$ cat src/rtl/io_pkg.sv
// Shared constants for the memory-mapped I/O responder: I/O window match
// value, register byte offsets, STATUS bit positions and seven-segment codes.
package io_pkg;

  // addr[31:7] value selecting the 0x80-0xFF I/O window
  localparam logic [24:0] IO_BASE = 25'h1;

  // Register byte offsets
  localparam logic [7:0] OFF_SW0    = 8'h80;
  localparam logic [7:0] OFF_SW1    = 8'h84;
  localparam logic [7:0] OFF_DISP0  = 8'h88;
  localparam logic [7:0] OFF_DISP1  = 8'h8C;
  localparam logic [7:0] OFF_DISP2  = 8'h90;
  localparam logic [7:0] OFF_LED    = 8'h94;
  localparam logic [7:0] OFF_PERIOD = 8'h98;
  localparam logic [7:0] OFF_STATUS = 8'h9C;
  localparam logic [7:0] OFF_COUNT  = 8'hA0;

  // Word index (addr[6:2]) for each offset
  localparam logic [4:0] IDX_SW0    = OFF_SW0[6:2];
  localparam logic [4:0] IDX_SW1    = OFF_SW1[6:2];
  localparam logic [4:0] IDX_DISP0  = OFF_DISP0[6:2];
  localparam logic [4:0] IDX_DISP1  = OFF_DISP1[6:2];
  localparam logic [4:0] IDX_DISP2  = OFF_DISP2[6:2];
  localparam logic [4:0] IDX_LED    = OFF_LED[6:2];
  localparam logic [4:0] IDX_PERIOD = OFF_PERIOD[6:2];
  localparam logic [4:0] IDX_STATUS = OFF_STATUS[6:2];
  localparam logic [4:0] IDX_COUNT  = OFF_COUNT[6:2];

  // STATUS bits
  localparam int ST_TMR = 0;  // timer flag, W1C
  localparam int ST_SW  = 1;  // switch-change flag, W1C
  localparam int ST_IE  = 2;  // timer irq enable, RW

  // Active-low segments, bit order gfedcba
  localparam logic [6:0] SEG_0     = 7'b1000000;
  localparam logic [6:0] SEG_1     = 7'b1111001;
  localparam logic [6:0] SEG_2     = 7'b0100100;
  localparam logic [6:0] SEG_3     = 7'b0110000;
  localparam logic [6:0] SEG_4     = 7'b0011001;
  localparam logic [6:0] SEG_5     = 7'b0010010;
  localparam logic [6:0] SEG_6     = 7'b0000010;
  localparam logic [6:0] SEG_7     = 7'b1111000;
  localparam logic [6:0] SEG_8     = 7'b0000000;
  localparam logic [6:0] SEG_9     = 7'b0010000;
  localparam logic [6:0] SEG_DASH  = 7'b0111111;
  localparam logic [6:0] SEG_BLANK = 7'b1111111;

  function automatic logic [6:0] seg_digit(input logic [3:0] d);
    case (d)
      4'd0:    seg_digit = SEG_0;
      4'd1:    seg_digit = SEG_1;
      4'd2:    seg_digit = SEG_2;
      4'd3:    seg_digit = SEG_3;
      4'd4:    seg_digit = SEG_4;
      4'd5:    seg_digit = SEG_5;
      4'd6:    seg_digit = SEG_6;
      4'd7:    seg_digit = SEG_7;
      4'd8:    seg_digit = SEG_8;
      4'd9:    seg_digit = SEG_9;
      default: seg_digit = SEG_BLANK;
    endcase
  endfunction

endpackage

$ cat src/rtl/seg7_decimal.sv
// Two-digit decimal seven-segment decoder.
//   val_i  : 7-bit value 0-127
//   high_o : tens digit, active-low gfedcba
//   low_o  : units digit, active-low gfedcba
// Values above 99 cannot be shown in two digits and display a dash on both.
module seg7_decimal
  import io_pkg::*;
(
  input  logic [6:0] val_i,
  output logic [6:0] high_o,
  output logic [6:0] low_o
);

  logic [3:0] tens;
  logic [3:0] units;

  always_comb begin
    tens  = 4'(val_i / 7'd10);
    units = 4'(val_i % 7'd10);
    if (val_i > 7'd99) begin
      high_o = SEG_DASH;
      low_o  = SEG_DASH;
    end else begin
      high_o = seg_digit(tens);
      low_o  = seg_digit(units);
    end
  end

endmodule

$ cat src/rtl/io_port_responder.sv
// Memory-mapped I/O responder on the CPU memory stage.
//   clock, resetn      : pipeline clock, async active-low reset
//   we, addr, wdata    : store strobe, byte address, store data
//   rdata              : registered load data (one cycle after addr)
//   plus1, plus2       : asynchronous 5-bit switch banks
//   plus1_*/plus2_*/total_* : active-low seven-segment digits for DISP0-2
//   lcd                : LED register
//   irq                : timer flag AND irq enable
// TIMER_W must not exceed 32 (period is loaded from wdata).
module io_port_responder
  import io_pkg::*;
#(
  parameter int TIMER_W = 32
) (
  input  logic        clock,
  input  logic        resetn,
  input  logic        we,
  input  logic [31:0] addr,
  input  logic [31:0] wdata,
  output logic [31:0] rdata,
  input  logic [4:0]  plus1,
  input  logic [4:0]  plus2,
  output logic [6:0]  plus1_high,
  output logic [6:0]  plus1_low,
  output logic [6:0]  plus2_high,
  output logic [6:0]  plus2_low,
  output logic [6:0]  total_high,
  output logic [6:0]  total_low,
  output logic [9:0]  lcd,
  output logic        irq
);

  localparam logic [TIMER_W-1:0] CNT_ONE = TIMER_W'(1);

  // Switch synchronizers plus previous-cycle copy for change detection
  logic [4:0] sw0_s1_q, sw0_q, sw0_prev_q;
  logic [4:0] sw1_s1_q, sw1_q, sw1_prev_q;

  logic [6:0]         disp0_q, disp1_q, disp2_q;
  logic [9:0]         led_q;
  logic [TIMER_W-1:0] period_q, period_d;
  logic [TIMER_W-1:0] count_q, count_d;
  logic [2:0]         status_q, status_d;
  logic [31:0]        rdata_q, rdata_d;

  logic       io_hit;
  logic [4:0] idx;
  logic       wr_disp0, wr_disp1, wr_disp2, wr_led, wr_period, wr_status;
  logic       tmr_tick;
  logic       sw_change;
  logic       unused_bits;

  assign unused_bits = ^addr[1:0];

  // Address decode
  assign io_hit    = (addr[31:7] == IO_BASE);
  assign idx       = addr[6:2];
  assign wr_disp0  = we && io_hit && (idx == IDX_DISP0);
  assign wr_disp1  = we && io_hit && (idx == IDX_DISP1);
  assign wr_disp2  = we && io_hit && (idx == IDX_DISP2);
  assign wr_led    = we && io_hit && (idx == IDX_LED);
  assign wr_period = we && io_hit && (idx == IDX_PERIOD);
  assign wr_status = we && io_hit && (idx == IDX_STATUS);

  assign sw_change = (sw0_q != sw0_prev_q) || (sw1_q != sw1_prev_q);

  // Timer: a PERIOD write restarts the count; PERIOD==0 parks it.
  always_comb begin
    period_d = period_q;
    count_d  = count_q;
    tmr_tick = 1'b0;
    if (wr_period) begin
      period_d = wdata[TIMER_W-1:0];
      count_d  = wdata[TIMER_W-1:0];
    end else if (period_q != '0) begin
      if (count_q == CNT_ONE) begin
        count_d  = period_q;
        tmr_tick = 1'b1;
      end else begin
        count_d = count_q - CNT_ONE;
      end
    end
  end

  // Set events are OR'd after the W1C so a same-cycle set wins.
  always_comb begin
    status_d         = status_q;
    status_d[ST_TMR] = tmr_tick  | (status_q[ST_TMR] & ~(wr_status & wdata[ST_TMR]));
    status_d[ST_SW]  = sw_change | (status_q[ST_SW]  & ~(wr_status & wdata[ST_SW]));
    if (wr_status) status_d[ST_IE] = wdata[ST_IE];
  end

  // Read mux sees register state before this cycle's write.
  always_comb begin
    rdata_d = '0;
    if (io_hit) begin
      case (idx)
        IDX_SW0:    rdata_d = {27'd0, sw0_q};
        IDX_SW1:    rdata_d = {27'd0, sw1_q};
        IDX_DISP0:  rdata_d = {25'd0, disp0_q};
        IDX_DISP1:  rdata_d = {25'd0, disp1_q};
        IDX_DISP2:  rdata_d = {25'd0, disp2_q};
        IDX_LED:    rdata_d = {22'd0, led_q};
        IDX_PERIOD: rdata_d = 32'(period_q);
        IDX_STATUS: rdata_d = {29'd0, status_q};
        IDX_COUNT:  rdata_d = 32'(count_q);
        default:    rdata_d = '0;
      endcase
    end
  end

  always_ff @(posedge clock or negedge resetn) begin
    if (!resetn) begin
      sw0_s1_q   <= '0;
      sw0_q      <= '0;
      sw0_prev_q <= '0;
      sw1_s1_q   <= '0;
      sw1_q      <= '0;
      sw1_prev_q <= '0;
      disp0_q    <= '0;
      disp1_q    <= '0;
      disp2_q    <= '0;
      led_q      <= '0;
      period_q   <= '0;
      count_q    <= '0;
      status_q   <= '0;
      rdata_q    <= '0;
    end else begin
      sw0_s1_q   <= plus1;
      sw0_q      <= sw0_s1_q;
      sw0_prev_q <= sw0_q;
      sw1_s1_q   <= plus2;
      sw1_q      <= sw1_s1_q;
      sw1_prev_q <= sw1_q;
      if (wr_disp0) disp0_q <= wdata[6:0];
      if (wr_disp1) disp1_q <= wdata[6:0];
      if (wr_disp2) disp2_q <= wdata[6:0];
      if (wr_led)   led_q   <= wdata[9:0];
      period_q   <= period_d;
      count_q    <= count_d;
      status_q   <= status_d;
      rdata_q    <= rdata_d;
    end
  end

  assign rdata = rdata_q;
  assign lcd   = led_q;
  assign irq   = status_q[ST_TMR] & status_q[ST_IE];

  seg7_decimal u_seg_p1 (.val_i(disp0_q), .high_o(plus1_high), .low_o(plus1_low));
  seg7_decimal u_seg_p2 (.val_i(disp1_q), .high_o(plus2_high), .low_o(plus2_low));
  seg7_decimal u_seg_tt (.val_i(disp2_q), .high_o(total_high), .low_o(total_low));

endmodule

$ cat config.mk
export PLATFORM = sky130hd
export DESIGN_NAME = io_port_responder
export DESIGN_NICKNAME = d
export VERILOG_FILES = /design/src/rtl/io_pkg.sv /design/src/rtl/seg7_decimal.sv /design/src/rtl/io_port_responder.sv
export SDC_FILE = /design/constraint.sdc
export NUM_CORES = 1
export LEC_CHECK = 0
export CAP_MARGIN = 20
export CORE_MARGIN = 1.5
export CORE_UTILIZATION = 25
export CTS_CLUSTER_DIAMETER = 30
export CTS_CLUSTER_SIZE = 16
export DETAILED_ROUTE_END_ITERATION = 10
export GPL_ROUTABILITY_DRIVEN = 0
export PLACE_DENSITY = 0.43
export REMOVE_ABC_BUFFERS = 1
export SLEW_MARGIN = 20
export SYNTH_ARGS = -nofsm -noshare
export SYNTH_HDL_FRONTEND = slang
export SYNTH_SLANG_ARGS = --single-unit
export TNS_END_PERCENT = 10
$ cat constraint.sdc
create_clock -name clock -period 4.3 [get_ports clock]
set_clock_uncertainty 0.2 [all_clocks]
set_input_delay 0.86 -clock clock [delete_from_list [all_inputs] [get_ports clock]]
set_output_delay 0.86 -clock clock [all_outputs]
set_load 0.1 [all_outputs]
; After elaboration in Yosys (flattened, before gate mapping)
; Memory sizes are Yosys's and may differ from the RTL's.
; Index checks and enable logic that the tools add are counted.
[word_totals]
rom_bits = 672
regBits = 160
input_bits = 77
mem_count = 6
out_inout_bits = 85
[memory_table]
columns = memory, words, word_bits, read_ports, rd_ports_with_merged_regs, wr, line_no
row1 = (name not given), 16, 7, 1, 0, 0, io_pkg.sv:50  ; case (d)
row2 = (name not given), 16, 7, 1, 0, 0, io_pkg.sv:50
row3 = (name not given), 16, 7, 1, 0, 0, io_pkg.sv:50
row4 = (name not given), 16, 7, 1, 0, 0, io_pkg.sv:50
row5 = (name not given), 16, 7, 1, 0, 0, io_pkg.sv:50
row6 = (name not given), 16, 7, 1, 0, 0, io_pkg.sv:50
[classes]
div = 6
reduce_logical = 11
n_addsub = 1
n_lt_le_gt_ge = 3
muxes = 14
n_eq_ne = 12
bitwise_logic = 9
[ops]
columns = cell, count
row1 = 32-bit one-hot mux with 9 select lines, 1
row2 = 32-bit 2-to-1 mux, 4
row3 = 7-bit 2-to-1 mux, 6
row4 = "32-bit by 1-bit equality test with 1-bit output, second input constant", 1
row5 = 32-bit nonzero test, 1
row6 = "32-bit by 1-bit subtractor with 32-bit output, second input constant", 1
row7 = "25-bit by 1-bit equality test with 1-bit output, second input constant", 1
row8 = "7-bit by 4-bit divider with 7-bit output, second input constant", 3
row9 = "7-bit > comparator, second input constant", 3
row10 = "7-bit by 4-bit modulo with 7-bit output, second input constant", 3
row11 = "5-bit by 3-bit equality test with 1-bit output, second input constant", 4
row12 = "5-bit by 2-bit equality test with 1-bit output, second input constant", 2
row13 = 5-bit inequality test, 2
row14 = 1-bit logical AND, 7
row15 = 1-bit bitwise AND, 5
row16 = "5-bit by 1-bit equality test with 1-bit output, second input constant", 1
row17 = "5-bit by 4-bit equality test with 1-bit output, second input constant", 1
row18 = 5-bit zero test, 1
row19 = 1-bit 2-to-1 mux, 3
row20 = 1-bit inverter, 2
row21 = 1-bit bitwise OR, 2
row22 = 2-bit nonzero test, 1
row23 = 1-bit logical OR, 1

; Longest topological paths before layout
[logic_depth]
word_depth = 7
depth_mapped = 18

; Modules after synthesis
; From an unflattened synthesis, not the netlist that was laid out.
[hier_totals]
hier_cells = 1140
hier_area_um2 = 10087.2
[modules_own_cells]
columns = module, area_each_um2, cells_each, n_inst
row1 = io_port_responder, 7482.2, 741, 1
row2 = seg7_decimal, 868.3, 133, 3

; Least setup slack after synthesis
; No wires, ideal clock.
[synth_timing]
kind = flip-flop to output port
start = register disp1_q[5]
end = output plus2_low[2]
arrival_time_ns = 5.597
required_ns = 3.240
path_stages_with_launch = 15
slack_ns = -2.357
path_cell_list = dfrtp_1 > nor2b_1 > clkbuf_1 > xnor2_1 > o22ai_1 > nor2_1 > ha_1 > clkbuf_1 > nor3_1 > or2_2 > clkbuf_1 > xnor2_1 > ha_1 > nand2_1 > o41ai_1
[synth_via]
elab_chain_cells = 3
word_cells_on_any_way = 4
cone_classes = div (1) / order compare (1) / mux (1) / memory (1)
[synth_lines]
columns = element, line_no
row1 = start: declaration, io_port_responder.sv:39  ; logic [6:0] disp0_q, disp1_q, disp2_q;
row2 = start signal: assignment, io_port_responder.sv:136  ; if (wr_disp1) disp1_q <= wdata[6:0];
row3 = 7-bit by 4-bit modulo with 7-bit output, seg7_decimal.sv:19  ; units = 4'(val_i % 7'd10);
row4 = memory 16 x 7 bit, -
row5 = 7-bit 2-to-1 mux *, seg7_decimal.sv:20  ; if (val_i > 7'd99) begin
row6 = end: declaration, io_port_responder.sv:26  ; output logic [6:0] plus2_low,
; Mark *: on every way between the ends. The rest lies on a longest branch, timed or not.

; Worst setup path after layout
[layout_timing]
start = register disp2_q[3]
end = output total_low[5]
[layout_via]
elab_chain_cells = 3
word_cells_on_any_way = 4
cone_classes = div (1) / order compare (1) / mux (1) / memory (1)
[layout_lines]
columns = element, line_no
row1 = start: declaration, io_port_responder.sv:39
row2 = start signal: assignment, io_port_responder.sv:137  ; if (wr_disp2) disp2_q <= wdata[6:0];
row3 = 7-bit by 4-bit modulo with 7-bit output, seg7_decimal.sv:19
row4 = memory 16 x 7 bit, -
row5 = 7-bit 2-to-1 mux *, seg7_decimal.sv:20
row6 = end: declaration, io_port_responder.sv:28  ; output logic [6:0] total_low,
; Marks and branches as above.

==> impl_results.md <==
* Status: finished with violations
* Failing checks: negative setup slack
* Final hold violations at 0
* Antenna Nets Post-Route at 0
* Clk pwr share at between 40 and 50%
* Pwr per Cell Area at between 200 and 250 nW/µm²
* Clk_lat worst skew at 0.43 ns
* 1st-pass router iterations at 5
* Num Clock Sinks at 160
* Worst Tran Pin Value at about 1.0 ns
* Wire length per cell at between 15 and 20 µm
* Row count at 73
* Synth Flop Type: dfrtp_1
* Leakage at between 5 and 6 nW
* Hold crit path type: register to register
* FFs w/ async S/R, synth at 100.0%
* Largest net degree at the start of global routing at 89
* GR Overflow Total at 0
* HPWL Detailed at 24940 µm
* Setup TNS at -3.058 ns
* Rel. slew slack at roughly 30%
* CTS tree: done
* Register share of total power at between 40% and 50%
* DRC violation count after routing at 0
* Core Region at roughly 40000 µm²
* Antenna diode count at 0
* Full die area at about 42000 µm²
* Reg clk slew, reported paths at around 0.060 ns
* Final non-filler cell total at roughly 1900
* Vias per cell at around 5
* Routed WL at around 34000 µm
* Register bit count reported by yosys at 160
* Crit Path Max Fanout at 6
* Final min period at ~4.7 ns
* Max VDD drop at approximately 0.26 mV
* Number of global-route vias before repair at between 9000 and 10000
* Via count at 9403
* Yosys top cell area share at around two fifths
* Die width at about 200 µm
* Post-synth top area cell: dfrtp_1
* Number of max-slew violations in the final report at 0
* Initial antenna violation count at 0
* Initial DRC count at roughly 750
* Power Total at around 3 mW
* Maximum clock path buffer count at 2
* Mapped cell area at between 10000 and 15000 µm²
* Share of layout cells above drive strength 1 at 20.71%
* Post-synth EDFFs at 0
* Switching Power at 746.5 µW
* Unrepaired setup endpoints after global routing: true
* Io pins at roughly 160
* Max Cap Viol at 0
* Placed instance count at 1840
* Post-Syn Area per Cell at 8.869 µm²
* Cells after synthesis at 1147
* Fmax at around 0.21 GHz
* Area contributors post-synth: dfrtp_1, nand2_1, ha_1
* NumNets Final at roughly 1500
* CP Capture Type: output port
* Area Overhead vs Synth at 38.50%
* Chip Height at slightly above 200 µm
* Crit share post-route at 108.4%
* Synth unique cells at 101
* H-tree depth at 4
* Crit Path Category: register to output port
* Internal power at ~2.3 mW
* Starting density of the core at between 20% and 30%
* Worst Setup Start Kind: register
* YS warnings at 0
* Root buf cell: clkbuf_16
* IO Port Bufs at 159
* First-pass GRT wire length at approximately 54000 µm
* Switching share of power at about a quarter
* Filler instances at just over 4000
* Worst endpoint data arrival time at approximately 3.6 ns
* Data required time of the critical path at roughly 3.2 ns
* Final setup viols at 18
* Final worst setup slack at -0.3610 ns
* Global Route Usage Sum at 16.36%
* Clock buffer count from CTS at 17
* Post-synthesis sequential area ratio at just under 40%
* Combinational Power Share at between 4 and 5%
==> registers in the layout, indices dropped and copies added (netlist names), 5 cells and up <==
register,cells
count_q,32
period_q,32
rdata,32
lcd,10
disp0_q,7
disp1_q,7
disp2_q,7
sw0_prev_q,5
sw0_q,5
sw0_s1_q,5
sw1_prev_q,5
sw1_q,5
sw1_s1_q,5
==> placed cells by master (no fill, tap or decap), drive strengths merged, types with 19 or more instances in the layout <==
cell and n:
nor3 38, o21ai 91, buf 133, o31ai 22
nor2 95, nand2 151, inv 46, dfrtp 160
nand3 19, mux2 21, a22oi 41, a21oi 56
ha 35, nor4 20, clkdlybuf4s50 116, xnor2 19
clkbuf 19
==> stage by stage <==
| stage | setup WS, ns | utilization (%) | hold WS, ns | cell area (µm²) |
|---|---|---|---|---|
| after global routing | -0.5197 | 35.30 | 0.1564 | 14090 |
| final | -0.3610 | 35.30 | 0.1487 | 14090 |
| after floorplan | -2.350 | - | 0.1312 | 9778 |
| after global placement | -0.05702 | 32.90 | 0.1359 | 13130 |
| after CTS | -0.3550 | 34.84 | 0.1519 | 13910 |
| after detailed placement | -0.08853 | 32.90 | 0.1387 | 13130 |
==> layer usage <==
metal  global-route usage (%)  part of all wire [%]  wire length (µm)  vias up
li1                         -                     -                 -     4585
met1                    23.02                    48             16290     4570
met2                    26.75                    47             16200      233
met3                    2.529                   4.4              1502       15
met4                    2.547                  0.64               218        0
met5                        0                     0                 0        -
==> kinds of logic (layout without fill, tap and decap cells) <==
| group | count (synthesis) | after routing | synth area share [%] |
|---|---|---|---|
| flops | 160 | 160 | 39.36 |
| simple gates | 423 | 423 | 20.92 |
| mux | 37 | 37 | 3.936 |
| compound gates | 343 | 343 | 23.41 |
| buf+inv | 119 | 324 | 5.461 |
| fa+ha+maj | 37 | 37 | 4.502 |
| xor+xnor | 28 | 28 | 2.411 |
==> Yosys cell counts (5+ instances only) <==
cell and instances:
a211oi_1 15, mux2i_1 16, a31oi_1 15, o22ai_1 6
a22o_1 7, buf_2 19, nand2b_1 14, buf_4 8
o21ai_0 70, xnor2_1 19, o21a_1 6, nor3_1 35
nand4_1 13, a221oi_1 12, xor2_1 9, nor4_1 19
and3_1 5, nand3_1 19, dfrtp_1 160, nor2_1 95
o211ai_1 10, clkbuf_1 39, o21ai_1 20, o31ai_1 21
nand3b_1 10, mux2_2 20, or3_1 8, nand2_1 151
a22oi_1 40, a21oi_1 55, a21o_1 5, ha_1 35
nor2b_1 12, inv_1 41
==> final cells by class <==
class | instances | area (µm²) | share of cell area, %
Multi-Input combinational cell | 868 | 5979 | 42.44
Clock inverter | 13 | 107.6 | 0.7638
Timing Repair Buffer | 249 | 2741 | 19.46
Inverter | 43 | 161.4 | 1.146
Tap cell | 525 | 656.9 | 4.663
Sequential cell | 160 | 4009 | 28.45
Clock buffer | 19 | 432.9 | 3.073
==> worst max-delay path, cell delays in order (launching register included) <==
cell and delay [ns]:
dfrtp_1 0.39, and2b_2 0.25, xnor2_1 0.13, o32a_4 0.34, ha_4 0.19, or3b_1 0.37, a21o_1 0.18, a221o_1 0.33
and3_4 0.21, nor2_4 0.12, a221oi_4 0.09, buf_12 0.16, o311ai_2 0.07, buf_4 0.16, buf_12 0.16
==> worst paths after layout <==
| kind | startpoint | end | slack, ns | cells after the start |
|---|---|---|---|---|
| max in group asynchronous | resetn | sw0_s1_q[0] | 2.78 | 2 |
| hold / removal | sw0_s1_q[4] | sw0_q[4] | 0.15 | 0 |
| hold reg to reg | sw0_s1_q[4] | sw0_q[4] | 0.15 | 0 |
| setup reg to reg | count_q[1] | count_q[14] | 1.20 | 8 |
| min in group asynchronous | resetn | rdata[20] | 0.27 | 1 |
| setup / recovery | disp2_q[3] | total_low[5] | -0.36 | 14 |
==> power by group through the flow <==
stage	clock network (mW)	registers, mW	logic [mW]
floorplan	0	1.55	0.0224
global placement	0	1.56	0.150
detailed placement	0	1.56	0.149
CTS	1.45	1.53	0.150
global route	1.52	1.53	0.162
finish	1.41	1.53	0.147
==> timing repair <==
action	CTS	global route
hold buffers	0	0
endpoints found under the setup margin	38	39
resized for setup	57	42
buffers inserted	3	3
pin swaps	13	11
Power figures use the tool's default switching activity.
